$ cat config.mk
export PLATFORM = sky130hd
export DESIGN_NAME = fft_sample_bridge_flat
export DESIGN_NICKNAME = d
export VERILOG_FILES = /design/src/rtl/fft_sample_bridge_if.sv /design/src/rtl/fft_sample_bridge.sv /design/src/flat_wrapper.sv
export SDC_FILE = /design/constraint.sdc
export NUM_CORES = 1
export LEC_CHECK = 0
export BUFFER_PORTS_ARGS = -buffer_cell sky130_fd_sc_hd__buf_2
export CAP_MARGIN = 30
export CORE_AREA = 2 2 118 109
export DETAILED_ROUTE_END_ITERATION = 10
export DIE_AREA = 0 0 120 111
export PLACE_DENSITY = 0.85
export SYNTH_ARGS = -nofsm -noshare
export SYNTH_HDL_FRONTEND = slang
export SYNTH_SLANG_ARGS = --single-unit
$ cat constraint.sdc
create_clock -name i_clk -period 6.8 [get_ports i_clk]
set_input_delay 0.34 -clock i_clk [delete_from_list [all_inputs] [get_ports i_clk]]
set_output_delay 0.34 -clock i_clk [all_outputs]
set_load 0.005 [all_outputs]
$ cat src/rtl/fft_sample_bridge_if.sv
// -----------------------------------------------------------------------------
// fft_sample_bridge_if
// Bundles every non-clock signal of fft_sample_bridge: the sample write stream
// (AW*), the FFT sample RAM port (*_ram, i_DATA_FROM_RAM), the core handshake
// (o_DATA_LOADED / i_CALC_END) and the result read stream (AR*).
//   slave  : seen from the bridge (drives o_*, receives i_*)
//   master : seen from the environment (drives i_*, receives o_*)
// -----------------------------------------------------------------------------
interface fft_sample_bridge_if #(
   parameter int DATA_WIDTH   = 32,
   parameter int SAMPLE_WIDTH = 16,
   parameter int ADDR_WIDTH   = 12
);
   logic [ADDR_WIDTH:0]     i_SAMPLES_NUMBER;
   logic [SAMPLE_WIDTH-1:0] i_AWDATA;
   logic                    i_AWVALID;
   logic                    o_AWREADY;
   logic                    o_WRITE_ram;
   logic [SAMPLE_WIDTH-1:0] o_SAMPLE_ram;
   logic                    o_READ_ram;
   logic [ADDR_WIDTH-1:0]   o_SAMPLE_INDEX_ram;
   logic [DATA_WIDTH-1:0]   i_DATA_FROM_RAM;
   logic                    o_DATA_LOADED;
   logic                    i_CALC_END;
   logic [DATA_WIDTH-1:0]   o_ARDATA;
   logic                    o_ARVALID;
   logic                    i_ARREADY;
   logic                    o_ARLAST;

   modport slave (
      input  i_SAMPLES_NUMBER, i_AWDATA, i_AWVALID, i_DATA_FROM_RAM, i_CALC_END, i_ARREADY,
      output o_AWREADY, o_WRITE_ram, o_SAMPLE_ram, o_READ_ram, o_SAMPLE_INDEX_ram,
             o_DATA_LOADED, o_ARDATA, o_ARVALID, o_ARLAST
   );

   modport master (
      output i_SAMPLES_NUMBER, i_AWDATA, i_AWVALID, i_DATA_FROM_RAM, i_CALC_END, i_ARREADY,
      input  o_AWREADY, o_WRITE_ram, o_SAMPLE_ram, o_READ_ram, o_SAMPLE_INDEX_ram,
             o_DATA_LOADED, o_ARDATA, o_ARVALID, o_ARLAST
   );
endinterface

$ cat src/rtl/fft_sample_bridge.sv
// -----------------------------------------------------------------------------
// fft_sample_bridge
// Loads one frame of N samples from the AW stream into the FFT sample RAM,
// pulses o_DATA_LOADED, waits for i_CALC_END, then streams the N results back
// out of the RAM on the AR stream (o_ARLAST on index N-1).
// Ports:
//   i_clk  : clock, rising edge
//   i_rstn : asynchronous active-low reset; all outputs are 0 while low
//   bus    : fft_sample_bridge_if.slave (AW stream, RAM port, core handshake,
//            AR stream)
// Configuration macro:
//   BRIDGE_BITREV_EN : when defined, unload addresses of power-of-two frames
//                      are the read counter with its low log2(N) bits reversed.
// -----------------------------------------------------------------------------
module fft_sample_bridge #(
   parameter int DATA_WIDTH   = 32,
   parameter int SAMPLE_WIDTH = 16,
   parameter int ADDR_WIDTH   = 12
) (
   input  logic               i_clk,
   input  logic               i_rstn,
   fft_sample_bridge_if.slave bus
);
   localparam int CW = ADDR_WIDTH + 1;
   localparam logic [CW-1:0] ONE   = {{ADDR_WIDTH{1'b0}}, 1'b1};
   localparam logic [CW-1:0] N_MAX = {1'b1, {ADDR_WIDTH{1'b0}}};

   typedef enum logic [1:0] {S_IDLE, S_LOAD, S_WAIT_CALC, S_UNLOAD} state_t;

   state_t                state_q, state_d;
   logic [CW-1:0]         n_q, n_d;
   logic [CW-1:0]         wr_cnt_q, wr_cnt_d;
   logic [CW-1:0]         rd_cnt_q, rd_cnt_d;
   logic [CW-1:0]         out_cnt_q, out_cnt_d;
   logic                  loaded_q, loaded_d;
   logic                  inflight_q, inflight_d;
   logic [1:0]            fifo_cnt_q, fifo_cnt_d;
   logic                  fifo_wp_q, fifo_wp_d;
   logic                  fifo_rp_q, fifo_rp_d;
   logic [DATA_WIDTH-1:0] fifo_mem_q [2];

   logic [CW-1:0]         n_sat, n_last;
   logic                  awready, start, wr_en, rd_en, push, pop, head_vld, frame_done;
   logic [ADDR_WIDTH-1:0] wr_idx, rd_addr;
   logic [1:0]            occ_after;

   assign n_sat    = (bus.i_SAMPLES_NUMBER > N_MAX) ? N_MAX : bus.i_SAMPLES_NUMBER;
   assign n_last   = n_q - ONE;
   assign head_vld = (fifo_cnt_q != 2'd0);

`ifdef BRIDGE_BITREV_EN
   localparam int KW = $clog2(ADDR_WIDTH + 1);

   logic [KW-1:0] k_q, k_d;
   logic          pow2_q, pow2_d;

   function automatic logic [KW-1:0] log2_pow2(input logic [CW-1:0] n);
      logic [KW-1:0] k;
      k = '0;
      for (int i = 0; i < CW; i++)
         if (n[i]) k = KW'(i);
      return k;
   endfunction

   function automatic logic [ADDR_WIDTH-1:0] bit_reverse(input logic [ADDR_WIDTH-1:0] a,
                                                        input logic [KW-1:0] k);
      logic [ADDR_WIDTH-1:0] r;
      r = a;
      for (int i = 0; i < ADDR_WIDTH; i++)
         for (int j = 0; j < ADDR_WIDTH; j++)
            if ((i < int'(k)) && (j == int'(k) - 1 - i)) r[i] = a[j];
      return r;
   endfunction

   always_comb begin
      k_d    = k_q;
      pow2_d = pow2_q;
      if (start) begin
         pow2_d = ((n_sat & (n_sat - ONE)) == '0);
         k_d    = log2_pow2(n_sat);
      end
   end

   always_ff @(posedge i_clk or negedge i_rstn) begin
      if (!i_rstn) begin
         k_q    <= '0;
         pow2_q <= 1'b0;
      end else begin
         k_q    <= k_d;
         pow2_q <= pow2_d;
      end
   end

   assign rd_addr = pow2_q ? bit_reverse(rd_cnt_q[ADDR_WIDTH-1:0], k_q)
                           : rd_cnt_q[ADDR_WIDTH-1:0];
`else
   assign rd_addr = rd_cnt_q[ADDR_WIDTH-1:0];
`endif

   always_comb begin
      state_d    = state_q;
      n_d        = n_q;
      wr_cnt_d   = wr_cnt_q;
      rd_cnt_d   = rd_cnt_q;
      out_cnt_d  = out_cnt_q;
      loaded_d   = 1'b0;
      inflight_d = 1'b0;
      fifo_cnt_d = fifo_cnt_q;
      fifo_wp_d  = fifo_wp_q;
      fifo_rp_d  = fifo_rp_q;
      awready    = 1'b0;
      start      = 1'b0;
      wr_en      = 1'b0;
      wr_idx     = '0;
      rd_en      = 1'b0;
      pop        = 1'b0;
      push       = inflight_q;
      occ_after  = 2'd0;
      frame_done = 1'b0;

      case (state_q)
         S_IDLE: begin
            // Gated by reset so the combinational ready is also 0 in reset.
            awready = i_rstn && (bus.i_SAMPLES_NUMBER != '0);
            if (awready && bus.i_AWVALID) begin
               start    = 1'b1;
               wr_en    = 1'b1;
               n_d      = n_sat;
               wr_cnt_d = ONE;
               if (n_sat == ONE) begin
                  state_d  = S_WAIT_CALC;
                  loaded_d = 1'b1;
               end else begin
                  state_d  = S_LOAD;
               end
            end
         end
         S_LOAD: begin
            awready = 1'b1;
            if (bus.i_AWVALID) begin
               wr_en    = 1'b1;
               wr_idx   = wr_cnt_q[ADDR_WIDTH-1:0];
               wr_cnt_d = wr_cnt_q + ONE;
               if (wr_cnt_q == n_last) begin
                  state_d  = S_WAIT_CALC;
                  loaded_d = 1'b1;
               end
            end
         end
         S_WAIT_CALC: begin
            if (bus.i_CALC_END) begin
               state_d  = S_UNLOAD;
               rd_cnt_d = '0;
            end
         end
         S_UNLOAD: begin
            pop = head_vld && bus.i_ARREADY;
            // Slots still committed after this cycle; counting the pop keeps
            // reads back-to-back when the consumer is always ready.
            occ_after = fifo_cnt_q + {1'b0, inflight_q} - {1'b0, pop};
            rd_en     = (rd_cnt_q < n_q) && (occ_after < 2'd2);
            if (rd_en) begin
               rd_cnt_d   = rd_cnt_q + ONE;
               inflight_d = 1'b1;
            end
            if (pop) begin
               out_cnt_d = out_cnt_q + ONE;
               if (out_cnt_q == n_last) frame_done = 1'b1;
            end
         end
         default: state_d = S_IDLE;
      endcase

      if (push) fifo_wp_d = ~fifo_wp_q;
      if (pop)  fifo_rp_d = ~fifo_rp_q;
      fifo_cnt_d = fifo_cnt_q + {1'b0, push} - {1'b0, pop};

      if (frame_done) begin
         state_d    = S_IDLE;
         wr_cnt_d   = '0;
         rd_cnt_d   = '0;
         out_cnt_d  = '0;
         inflight_d = 1'b0;
         fifo_cnt_d = 2'd0;
         fifo_wp_d  = 1'b0;
         fifo_rp_d  = 1'b0;
      end
   end

   always_ff @(posedge i_clk or negedge i_rstn) begin
      if (!i_rstn) begin
         state_q    <= S_IDLE;
         n_q        <= '0;
         wr_cnt_q   <= '0;
         rd_cnt_q   <= '0;
         out_cnt_q  <= '0;
         loaded_q   <= 1'b0;
         inflight_q <= 1'b0;
         fifo_cnt_q <= 2'd0;
         fifo_wp_q  <= 1'b0;
         fifo_rp_q  <= 1'b0;
      end else begin
         state_q    <= state_d;
         n_q        <= n_d;
         wr_cnt_q   <= wr_cnt_d;
         rd_cnt_q   <= rd_cnt_d;
         out_cnt_q  <= out_cnt_d;
         loaded_q   <= loaded_d;
         inflight_q <= inflight_d;
         fifo_cnt_q <= fifo_cnt_d;
         fifo_wp_q  <= fifo_wp_d;
         fifo_rp_q  <= fifo_rp_d;
      end
   end

   // Result storage carries no reset; occupancy is tracked by fifo_cnt_q.
   always_ff @(posedge i_clk) begin
      if (push) fifo_mem_q[fifo_wp_q] <= bus.i_DATA_FROM_RAM;
   end

   assign bus.o_AWREADY          = awready;
   assign bus.o_WRITE_ram        = wr_en;
   assign bus.o_SAMPLE_ram       = wr_en ? bus.i_AWDATA : {SAMPLE_WIDTH{1'b0}};
   assign bus.o_READ_ram         = rd_en;
   assign bus.o_SAMPLE_INDEX_ram = wr_en ? wr_idx : (rd_en ? rd_addr : '0);
   assign bus.o_DATA_LOADED      = loaded_q;
   assign bus.o_ARVALID          = head_vld;
   assign bus.o_ARDATA           = head_vld ? fifo_mem_q[fifo_rp_q] : '0;
   assign bus.o_ARLAST           = head_vld && (out_cnt_q == n_last);

endmodule
$ cat src/flat_wrapper.sv
// flat-port wrapper written by rule: the top's interface ports become plain ports
module fft_sample_bridge_flat 
#(
   parameter int DATA_WIDTH   = 32,
   parameter int SAMPLE_WIDTH = 16,
   parameter int ADDR_WIDTH   = 12
)
  (i_clk, i_rstn, bus_i_SAMPLES_NUMBER, bus_i_AWDATA, bus_i_AWVALID, bus_i_DATA_FROM_RAM, bus_i_CALC_END, bus_i_ARREADY, bus_o_AWREADY, bus_o_WRITE_ram, bus_o_SAMPLE_ram, bus_o_READ_ram, bus_o_SAMPLE_INDEX_ram, bus_o_DATA_LOADED, bus_o_ARDATA, bus_o_ARVALID, bus_o_ARLAST);
  fft_sample_bridge_if #(.DATA_WIDTH(DATA_WIDTH), .SAMPLE_WIDTH(SAMPLE_WIDTH), .ADDR_WIDTH(ADDR_WIDTH)) bus_i ();
  input  logic i_clk;
  input  logic i_rstn;
  input wire logic [$bits(bus_i.i_SAMPLES_NUMBER)-1:0] bus_i_SAMPLES_NUMBER;
  input wire logic [$bits(bus_i.i_AWDATA)-1:0] bus_i_AWDATA;
  input wire logic [$bits(bus_i.i_AWVALID)-1:0] bus_i_AWVALID;
  input wire logic [$bits(bus_i.i_DATA_FROM_RAM)-1:0] bus_i_DATA_FROM_RAM;
  input wire logic [$bits(bus_i.i_CALC_END)-1:0] bus_i_CALC_END;
  input wire logic [$bits(bus_i.i_ARREADY)-1:0] bus_i_ARREADY;
  output wire logic [$bits(bus_i.o_AWREADY)-1:0] bus_o_AWREADY;
  output wire logic [$bits(bus_i.o_WRITE_ram)-1:0] bus_o_WRITE_ram;
  output wire logic [$bits(bus_i.o_SAMPLE_ram)-1:0] bus_o_SAMPLE_ram;
  output wire logic [$bits(bus_i.o_READ_ram)-1:0] bus_o_READ_ram;
  output wire logic [$bits(bus_i.o_SAMPLE_INDEX_ram)-1:0] bus_o_SAMPLE_INDEX_ram;
  output wire logic [$bits(bus_i.o_DATA_LOADED)-1:0] bus_o_DATA_LOADED;
  output wire logic [$bits(bus_i.o_ARDATA)-1:0] bus_o_ARDATA;
  output wire logic [$bits(bus_i.o_ARVALID)-1:0] bus_o_ARVALID;
  output wire logic [$bits(bus_i.o_ARLAST)-1:0] bus_o_ARLAST;
  assign bus_i.i_SAMPLES_NUMBER = bus_i_SAMPLES_NUMBER;
  assign bus_i.i_AWDATA = bus_i_AWDATA;
  assign bus_i.i_AWVALID = bus_i_AWVALID;
  assign bus_i.i_DATA_FROM_RAM = bus_i_DATA_FROM_RAM;
  assign bus_i.i_CALC_END = bus_i_CALC_END;
  assign bus_i.i_ARREADY = bus_i_ARREADY;
  assign bus_o_AWREADY = bus_i.o_AWREADY;
  assign bus_o_WRITE_ram = bus_i.o_WRITE_ram;
  assign bus_o_SAMPLE_ram = bus_i.o_SAMPLE_ram;
  assign bus_o_READ_ram = bus_i.o_READ_ram;
  assign bus_o_SAMPLE_INDEX_ram = bus_i.o_SAMPLE_INDEX_ram;
  assign bus_o_DATA_LOADED = bus_i.o_DATA_LOADED;
  assign bus_o_ARDATA = bus_i.o_ARDATA;
  assign bus_o_ARVALID = bus_i.o_ARVALID;
  assign bus_o_ARLAST = bus_i.o_ARLAST;
  fft_sample_bridge #(.DATA_WIDTH(DATA_WIDTH), .SAMPLE_WIDTH(SAMPLE_WIDTH), .ADDR_WIDTH(ADDR_WIDTH)) u_core (.i_clk(i_clk), .i_rstn(i_rstn), .bus(bus_i));
endmodule
==> impl_metrics.yaml, run 1 <==
worst_setup_path:
  critPathLaunchType: "flop"
  path_cells: "inv_1 > ha_1 > a21o_1 > a21o_1 > a21oi_1 > a2bb2oi_1 > nand3_1 > nor2_1 > a22o_1 > buf_2"
  cp_common_cell: "a21o_1"
  crit_path_end_kind: "output port"
  crit_type: "reg -> out"
  required_ns: 6.46
  cpPeakStageDelay_ns: 0.69
  path_buf_inv: 2
  slowest_stage: "nor2_1"
  cp_top_family: "compound AO/OA/AOI/OAI gates"
  crit_path_max_fanout: 14
  arrival_ns: 4.02
power_and_ir_drop:
  switchingPower_mw: 1.65
  p_clk_share_pct: 24.0
  p_int_mw: 2.14
  vdd_ir_drop_max_v: 0.000285
  p_leak_nw: 3.76
  p_seq_share_pct: 32.3
  power.density_nw_per_um2: 441
  pwr-share-comb_pct: 43.7
  p_sw_share_pct: 43.4
cells_and_area:
  nets: 938
  n_antenna_cell: 0
  syn2layout_area_growth_pct: 18.4
  regArea_um2: 3420
  multi_input_area_um2: 3520
  final_layout_size_suffix_gt1_share_pct: 22.0
  num-fill-cells: 899
  post-route-util_pct: 70.1
synthesis:
  synth-seq-cells: 124
  ys.flop_type: "edfxtp_1"
  syn-cell-area_um2: 7250
  synth_nets: 822
  async_flop_share_pct: 48.4
  syn_avg_cell_area_um2: 9.88
  synth-edff-count: 64
  ys_seq_area_share_pct: 47.2
  synth_area_leaders: "edfxtp_1 (27%), dfrtp_1 (21%), mux2i_1 (5.0%)"
  yosysWarnings: 0
  yosysUniqueCellTypes: 71
  yosysTopAreaCellShare_pct: 26.5
  synthCells: 734
  yosysTopAreaCell: "edfxtp_1"
timing:
  max_freq_ghz: 0.229
  hold_viol: 0
  finalCritPeriodShare_pct: 64.1
  skew_ns: 0.0201
  max-slew-margin-rel_pct: 27.9
  slew_violations: 0
  tightestPinTransition_ns: 1.05
  tns_ns: 0
  rsz0062_at_grt: "no"
  post-route-min-period_ns: 4.36
  finalSetupViolations: 0
flow_run:
  max_cap_violations: 0
clock_network:
  htreeDepth: 4
  clock-sinks: 124
  root_buffer: "clkbuf_16"
  clockBufferDepth: 2
  cts_tree: "yes"
  post_cts_hold_buffer_count: 0
  post_cts_buffers: 0
  numCtsBuffers: 17
  clk_pin_slew_ns: 0.06
  clk_latency_ns: 0.43
  cts-resized-gates: 0
die:
  die_x_um: 120
  ios: 132
  die_h_um: 111
  num_rows: 39
  start_util_pct: 59.2
  die_area_um2: 13300
  core_um2: 12200
min_path:
  hold_class: "in -> async"
global_routing:
  grt_usage_pct: 28.4
  grt_pass1_vias: 5984
  grt_max_degree: 64
  grt-ovfl-total: 0
  antenna_found_initial: 0
  grt_pass1_wl_mm: 29.8
route:
  routed_wl_mm: 18.3
  vias: 6197
  drc_errors: 0
  first_pass_iters: 7
  drt-wirelength-per-cell_um: 17.8
  avgViaCountPerCell: 6.03
  drtAntennaViolNets: 0
  drt_iter0_markers: 455
placed_design:
  dp_hpwl_mm: 12.4
  gp_congestion: 0.985
  numPortBuffers: 131
outcome:
  run_status: "finished, final reports clean"
==> cell usage after synthesis (3+ instances only) <==
library cell	count
nor2_1	92
nand2_1	66
edfxtp_1	64
dfrtp_1	60
mux2i_1	36
clkbuf_1	33
inv_1	32
o21ai_0	31
and2_1	27
a21oi_1	24
nand3_1	23
xor2_1	23
ha_1	22
nor3_1	22
xnor2_1	22
a22o_1	13
nand4_1	10
nor4_1	10
a41oi_1	7
nor2b_1	7
a211oi_1	6
and3_1	6
o31ai_1	6
buf_6	5
or2_2	5
or4_1	5
a2111oi_0	4
nand2b_1	4
nor3b_1	4
o311ai_0	4
or3_1	4
a21o_1	3
buf_2	3
nor4bb_1	3
o211ai_1	3
o41ai_1	3
==> cell usage in the layout (no fill, tap or decap), types with 6 or more instances in the layout <==
master,instances
a211oi_1,6
a21oi_1,24
a22o_1,13
a41oi_1,7
and2_1,27
and3_1,6
buf_2,131
buf_4,7
clkbuf_16,17
dfrtp_1,59
edfxtp_1,64
ha_1,22
inv_1,32
mux2i_1,36
nand2_1,66
nand3_1,23
nand4_1,10
nor2_1,91
nor2b_1,6
nor3_1,22
nor4_1,10
o21ai_0,31
o31ai_1,6
xnor2_1,22
xor2_1,23
==> area by class of cell <==
cell class	count	area share, %
multi-input cells	536	41.0
well taps	164	2.39
clock buffers	17	4.95
inverters	32	1.40
flip-flops and latches	124	39.9
repair buffers	139	8.34
clock inverters	15	2.03
==> metal layers <==
layer  up-vias  track usage [%]  share of wire [%]
met5         -                0                  0
li1       2902                -                  -
met4         0             10.4                2.4
met3        50             9.16                9.4
met2       309             45.3                 48
met1      2936             36.3                 40
==> stage by stage <==
stage	area, µm²	instances	power, mW	hold slack, ns	setup WS (ns)
after floorplan	7250	734	2.34	0.0444	3.63
after global placement	7980	994	2.80	0.527	3.14
after detailed placement	7980	994	2.83	0.531	2.98
after CTS	8580	1026	3.76	0.0861	2.47
after global routing	8590	1027	4.02	0.0853	2.16
final	8590	1027	3.79	0.0835	2.44
==> path summary, 6_finish.rpt <==
| check | cells after the start | from | end | slack (ns) |
|---|---|---|---|---|
| worst max-delay path | 10 | u_core.n_q[6] | bus_o_SAMPLE_INDEX_ram[9] | 2.44 |
| worst min-delay path | 2 | i_rstn | u_core.wr_cnt_q[11] | 0.08 |
| worst max register to register | 9 | u_core.n_q[0] | u_core.state_q[1] | 3.17 |
| worst min register to register | 2 | u_core.out_cnt_q[12] | u_core.out_cnt_q[12] | 0.58 |
| max in group asynchronous | 2 | i_rstn | u_core.fifo_rp_q | 6.14 |
| min in group i_clk | 1 | bus_i_DATA_FROM_RAM[19] | u_core.fifo_mem_q[1][19] | 0.10 |
==> power by group through the flow <==
stage / clock network, mW / logic [mW] / registers (mW)
2_1_floorplan: 0 / 1.29 / 1.04
3_3_place_gp: 0 / 1.57 / 1.22
3_5_place_dp: 0 / 1.60 / 1.23
4_1_cts: 0.919 / 1.62 / 1.21
5_1_grt: 0.955 / 1.82 / 1.24
6_report: 0.911 / 1.66 / 1.22
==> worst reg2reg max path: stages (launching register included) <==
cell and delay [ns]:
dfrtp_1 0.48, inv_1 0.10, ha_1 0.49, nor4bb_1 0.30, o211ai_1 0.11, or4_1 0.56
a2111oi_4 0.41, nand4_4 0.24, nor2_4 0.66, nor3_1 0.14
==> registers in the layout, indices dropped and copies added (netlist names) <==
register	count
u_core.fifo_mem_q	64
u_core.n_q	13
u_core.out_cnt_q	13
u_core.rd_cnt_q	13
u_core.wr_cnt_q	13
u_core.fifo_cnt_q	2
u_core.state_q	2
u_core.bus.o_DATA_LOADED	1
u_core.fifo_rp_q	1
u_core.fifo_wp_q	1
u_core.inflight_q	1
==> cells by family after synthesis <==
| group | share of synthesized area, % |
|---|---|
| AO/OA/AOI/OAI | 13.5 |
| AND/OR/NAND/NOR | 20.0 |
| multiplexers | 5.13 |
| XOR/XNOR | 5.75 |
| adder cells (fa/ha/maj) | 3.93 |
| buffers and inverters | 4.40 |
| flip-flops | 47.2 |
Power figures use the tool's default switching activity.
==> run 2, diff against run 1 <==
--- a/config.mk
+++ b/config.mk
@@ -5,12 +5,13 @@
 export SDC_FILE = /design/constraint.sdc
 export NUM_CORES = 1
 export LEC_CHECK = 0
+export ABC_AREA = 1
 export BUFFER_PORTS_ARGS = -buffer_cell sky130_fd_sc_hd__buf_2
 export CAP_MARGIN = 30
-export CORE_AREA = 2 2 118 109
+export CORE_AREA = 2 2 124 114
 export DETAILED_ROUTE_END_ITERATION = 10
-export DIE_AREA = 0 0 120 111
-export PLACE_DENSITY = 0.85
+export DIE_AREA = 0 0 126 116
+export PLACE_DENSITY = 0.8
 export SYNTH_ARGS = -nofsm -noshare
 export SYNTH_HDL_FRONTEND = slang
 export SYNTH_SLANG_ARGS = --single-unit
==> constraint.sdc (replaced) <==
create_clock -name i_clk -period 4.45 [get_ports i_clk]
set_input_delay 0.2225 -clock i_clk [delete_from_list [all_inputs] [get_ports i_clk]]
set_output_delay 0.2225 -clock i_clk [all_outputs]
set_load 0.005 [all_outputs]
==> impl_metrics.yaml, run 2 <==
global_routing:
  grt_max_degree: 61
  grt_pass1_wl_mm: 32.0
  grt_pass1_vias: 6408
  grt-ovfl-total: 0
  grt_usage_pct: 28.0
  antenna_found_initial: 0
outcome:
  violations: "hold timing"
  run_status: "finished with violations"
route:
  drc_errors: 0
  vias: 7121
  drtAntennaViolNets: 0
  drt_iter0_markers: 747
  routed_wl_mm: 20.5
  avgViaCountPerCell: 5.60
  drt-wirelength-per-cell_um: 16.1
  first_pass_iters: 6
clock_network:
  htreeDepth: 4
  clockBufferDepth: 2
  clk_latency_ns: 0.42
  root_buffer: "clkbuf_16"
  post_cts_buffers: 0
  post_cts_hold_buffer_count: 24
  clk_pin_slew_ns: 0.06
  clock-sinks: 124
  cts_tree: "yes"
  numCtsBuffers: 17
  cts-resized-gates: 0
cells_and_area:
  nets: 1179
  final_layout_size_suffix_gt1_share_pct: 20.4
  largest_reg_flops: 64
  mostFrequentLayoutCells: "nand2_1 (239), buf_2 (131), inv_1 (121)"
  multi_input_area_um2: 3390
  post-route-util_pct: 68.3
  final_common_cell: "nand2_1"
  n_antenna_cell: 0
  syn2layout_area_growth_pct: 21.2
  top_register: "u_core.fifo_mem_q"
  num-fill-cells: 1017
  regArea_um2: 3420
power_and_ir_drop:
  p_seq_share_pct: 30.6
  power.density_nw_per_um2: 620
  p_leak_nw: 4.52
  p_clk_share_pct: 22.6
  p_sw_share_pct: 44.9
  vdd_ir_drop_max_v: 0.000432
  switchingPower_mw: 2.51
  pwr-share-comb_pct: 46.8
  p_int_mw: 3.09
placed_design:
  numPortBuffers: 131
  dp_hpwl_mm: 14.1
  gp_congestion: 0.946
timing:
  post-route-min-period_ns: 3.11
  tightestPinTransition_ns: 0.782
  hold_ws_ns: -0.0124
  rsz0062_at_grt: "no"
  hold_viol: 4
  finalSetupViolations: 0
  max_freq_ghz: 0.321
  max-slew-margin-rel_pct: 47.9
  slew_violations: 0
  tns_ns: 0
  finalCritPeriodShare_pct: 69.9
  skew_ns: 0.0108
worst_setup_path:
  crit_type: "reg -> out"
  critPathLaunchType: "flop"
  cp_common_cell: "inv_1"
  r2r_cells: 16
  r2r_slack_ns: 1.53
  r2r_start: "u_core.n_q[0]"
  crit_path_max_fanout: 22
  slowest_stage: "ha_1"
  arrival_ns: 2.89
  path_cells: "inv_1 > ha_1 > nand2_1 > nand2_2 > inv_1 > nand3_1 > o21ai_0 > buf_2"
  timing.rr.end: "u_core.fifo_cnt_q[0]"
  required_ns: 4.23
  crit_path_end_kind: "output port"
  cpPeakStageDelay_ns: 0.51
synthesis:
  ys_seq_area_share_pct: 46.0
  synth_nets: 1025
  synth_most_common_cell: "nand2_1"
  yosysTopAreaCellShare_pct: 25.8
  yosysWarnings: 0
  syn-cell-area_um2: 7450
  synthTopCellsByCount: "nand2_1 (239), inv_1 (121), nand3_1 (91)"
  ys.flop_type: "edfxtp_1"
  yosysTopAreaCell: "edfxtp_1"
  synth-edff-count: 64
  synth_area_leaders: "edfxtp_1 (26%), dfrtp_1 (20%), nand2_1 (12%)"
  syn_avg_cell_area_um2: 7.95
  synthCells: 937
  yosysUniqueCellTypes: 43
  async_flop_share_pct: 48.4
  synth-seq-cells: 124
die:
  start_util_pct: 56.4
  die_h_um: 116
  core_um2: 13200
  die_area_um2: 14600
  die_x_um: 126
  ios: 132
  num_rows: 40
flow_run:
  max_cap_violations: 0
min_path:
  hold_class: "in -> async"
[run 2: cell count changes after synthesis, sizes merged, moves of 19 or more]
cell,delta
nand2,+187
mux2i,-36
nand3,+78
and2,-27
inv,+99
nand4,+19
a21oi,+21
o21ai,+26
[run 2: metrics by stage]
stage	total power, mW	hold slack, ns	std cells	setup slack, ns	cell area, µm²
global route	5.98	0.000634	1272	1.07	9030
global placement	4.15	0.410	1214	1.68	8210
floorplan	3.45	-0.0731	937	2.19	7450
finish	5.60	-0.0124	1272	1.34	9030
CTS	5.53	0.000324	1271	1.35	9000
detailed placement	4.22	0.414	1215	1.58	8220
[run 2: logic make-up after synthesis]
kind of cell	Yosys count	synth area share, %
adders and majority gates	22	3.70
DFF	124	46.0
xor gates and xnor gates	21	2.75
and+or+nand+nor	497	30.7
AOI/OAI and AO/OA	113	8.35
buffers and inverters	160	8.58
[run 2: final cells by class]
class | count | share of cell area, %
Sequential cell | 124 | 37.9
Multi-Input combinational cell | 653 | 37.5
Timing Repair Buffer | 162 | 10.7
Inverter | 133 | 5.53
Clock buffer | 18 | 4.75
Tap cell | 168 | 2.33
Clock inverter | 14 | 1.23
[run 2: worst max-delay path: cells and delay by family (launching register included)]
| kind | cells | cell delay (ns) |
|---|---|---|
| fa+ha+maj | 1 | 0.51 |
| flops | 1 | 0.41 |
| compound gates | 1 | 0.10 |
| simple gates | 3 | 0.91 |
| buf+inv | 3 | 0.54 |
[run 2: worst max path at each step]
stage	start	to	slack (ns)	cells after the start
floorplan	u_core.inflight_q	u_core.fifo_mem_q[0][0]	2.19	2
global placement	u_core.n_q[0]	u_core.fifo_cnt_q[0]	1.68	16
detailed placement	u_core.n_q[0]	u_core.fifo_cnt_q[0]	1.58	16
CTS	u_core.state_q[1]	bus_o_SAMPLE_INDEX_ram[3]	1.35	8
global route	u_core.state_q[1]	bus_o_SAMPLE_INDEX_ram[3]	1.07	8
finish	u_core.state_q[1]	bus_o_SAMPLE_INDEX_ram[3]	1.34	8
[run 2: power groups by stage]
stage	registers (mW)	logic, mW	clock network [mW]
5_1_grt	1.73	2.92	1.33
4_1_cts	1.70	2.56	1.27
2_1_floorplan	1.66	1.79	0
3_5_place_dp	1.72	2.50	0
6_report	1.71	2.62	1.26
3_3_place_gp	1.71	2.44	0
[run 2: routing by layer]
| metal | vias to the layer above | global-route usage, % | wire length [µm] |
|---|---|---|---|
| met3 | 48 | 6.33 | 1890 |
| met4 | 0 | 8.94 | 518 |
| met2 | 339 | 47.1 | 9820 |
| li1 | 3391 | - | - |
| met1 | 3343 | 36.6 | 8230 |
| met5 | - | 0 | 0 |
==> run 3, diff against run 2 <==
==> constraint.sdc (replaced) <==
create_clock -name i_clk -period 3.15 [get_ports i_clk]
set_input_delay 0.1575 -clock i_clk [delete_from_list [all_inputs] [get_ports i_clk]]
set_output_delay 0.1575 -clock i_clk [all_outputs]
set_load 0.005 [all_outputs]
==> impl_metrics.yaml, run 3 (same netlist as run 2, synthesis figures left out) <==
global_routing:
  gr-usage-met3_pct: 7.02
  grt.busiest_layer: "met2"
  grt_pass1_wl_mm: 32.1
  grt_usage_pct: 28.2
  antenna_found_initial: 0
  grt_util_met2_pct: 45.6
  grt_max_degree: 61
  use_met1_pct: 37.5
  grt-ovfl-total: 0
  grt_pass1_vias: 6458
timing:
  tightestPinTransition_ns: 0.997
  finalSetupViolations: 0
  skew_ns: 0.00979
  tns_ns: 0
  post-route-min-period_ns: 2.83
  hold_viol: 0
  setup_slack_ns: 0.322
  rsz0062_at_grt: "no"
  hold_ws_ns: 0.0249
  max_freq_ghz: 0.354
  slew_violations: 0
  max-slew-margin-rel_pct: 33.4
  finalCritPeriodShare_pct: 89.8
cells_and_area:
  largest_reg_flops: 64
  mostFrequentLayoutCells: "nand2_1 (239), buf_2 (131), inv_1 (121)"
  num-fill-cells: 1011
  top_register: "u_core.fifo_mem_q"
  syn2layout_area_growth_pct: 23.2
  final_layout_size_suffix_gt1_share_pct: 20.5
  final_common_cell: "nand2_1"
  n_antenna_cell: 0
  post-route-util_pct: 69.5
  nets: 1192
die:
  num_rows: 40
  die_area_um2: 14600
  die_h_um: 116
  die_x_um: 126
  ios: 132
  core_um2: 13200
  start_util_pct: 56.4
power_and_ir_drop:
  pwr-share-comb_pct: 45.9
  p_int_mw: 4.52
  p_total_mw: 8.10
  power.density_nw_per_um2: 882
  p_sw_share_pct: 44.2
  p_seq_share_pct: 29.9
  p_clk_share_pct: 24.2
  switchingPower_mw: 3.58
  p_leak_nw: 4.59
  vdd_ir_drop_max_v: 0.000448
placed_design:
  dp_worst_setup_slack_ns: 0.452
  dp_hpwl_mm: 14.2
  numPortBuffers: 131
  gp_congestion: 1.06
worst_setup_path:
  cpPeakStageDelay_ns: 0.42
  cp_common_cell: "nand2_1"
  r2r_start: "u_core.n_q[0]"
  slowest_stage: "dfrtp_1"
  r2r_slack_ns: 0.40
  required_ns: 2.99
  arrival_ns: 2.67
  critPathLaunchType: "flop"
  crit_path_max_fanout: 8
  timing.rr.end: "u_core.rd_cnt_q[7]"
  path_cells: "inv_2 > ha_1 > inv_1 > nand2_1 > nand2_2 > nand2_1 > nand2_1 > nor2_1 > nand2_1 > nor2_1 > nand3_2 > nor2_4 > nand3_1 > nor2_1 > buf_2"
  crit_path_end_kind: "output port"
  cp_top_family: "simple AND/OR/NAND/NOR gates"
  r2r_cells: 16
  path_buf_inv: 3
  crit_type: "reg -> out"
  crit_start: "u_core.n_q[0]"
clock_network:
  clk_latency_ns: 0.43
  clk_pin_slew_ns: 0.06
  clock-sinks: 124
  numCtsBuffers: 17
  cts-resized-gates: 0
  cts_tree: "yes"
  clockBufferDepth: 2
  root_buffer: "clkbuf_16"
  htreeDepth: 4
route:
  drt-wirelength-per-cell_um: 16.0
  routed_wl_mm: 20.5
  avgViaCountPerCell: 5.50
  drc_errors: 0
  drt_iter0_markers: 823
  drtAntennaViolNets: 0
  vias: 7064
  first_pass_iters: 6
min_path:
  min_from: "bus_i_SAMPLES_NUMBER[5]"
  hold_class: "in -> reg"
  whs_endpoint: "u_core.n_q[5]"
  min_path_cells: 3
outcome:
  run_status: "finished, final reports clean"
flow_run:
  max_cap_violations: 0
==> run 3: cell types whose count changed in the layout (fill, tap and decap cells not counted) <==
cell	delta
dlygate4sd3_1	+9
inv_6	-2
clkinv_4	+3
buf_16	-1
clkinvlp_4	-2
clkinv_2	-1
buf_4	+5
bufinv_16	+2
==> run 3: worst max-delay path by stage <==
| stage | endpoint | cells after the start |
|---|---|---|
| 3_5_place_dp | u_core.rd_cnt_q[4] | 16 |
| 3_3_place_gp | u_core.rd_cnt_q[4] | 16 |
| 4_1_cts | bus_o_ARLAST | 15 |
| 2_1_floorplan | u_core.fifo_mem_q[0][0] | 2 |
| 5_1_grt | bus_o_ARLAST | 15 |
| 6_report | bus_o_ARLAST | 15 |
==> run 3: layout make-up <==
cell class                 count  area, µm²  share of cell area [%]
sequential                   124       3420                    37.3
tap                          168        210                    2.29
timing repair buffer         175       1070                    11.6
inverter                     133        499                    5.44
clock buffer                  18        429                    4.68
clock inverter                14        160                    1.74
multi-input combinational    653       3390                    36.9
==> run 3: worst reg2reg max path: stages (launching register included) <==
cell     delay, ns
dfrtp_1       0.42
inv_2         0.17
ha_1          0.37
inv_1         0.07
nand2_1       0.12
nand2_2       0.07
nand2_1       0.05
nand2_1       0.04
nor2_1        0.08
nand2_1       0.08
nor2_1        0.15
nand3_2       0.10
nor2_4        0.12
nand4_4       0.23
buf_4         0.35
nand3_1       0.15
nand2_1       0.07
==> run 3: what timing repair did <==
item | 4_1_cts | 5_1_grt
hold buffers | 33 | 0
hold endpoints to repair | 124 | 0
setup buffers | 0 | 0
==> run 3: layer usage <==
metal / wire length [µm] / share of wire (%)
met5: 0 / 0
met4: 488 / 2.4
met3: 1930 / 9.4
met2: 9500 / 46
met1: 8600 / 42
==> run 3: per-stage QoR <==
stage	instances	instance area [µm²]
after floorplan	937	7450
after global placement	1219	8250
after detailed placement	1220	8260
after CTS	1285	9180
after global routing	1285	9180
final	1285	9180
==> run 3: power groups by stage <==
stage          combinational (mW)  sequential [mW]  clock (mW)
2_1_floorplan                2.53             2.34           0
3_3_place_gp                 3.50             2.41           0
3_5_place_dp                 3.58             2.43           0
4_1_cts                      3.65             2.40        1.97
5_1_grt                      4.13             2.45        2.05
6_report                     3.72             2.42        1.96
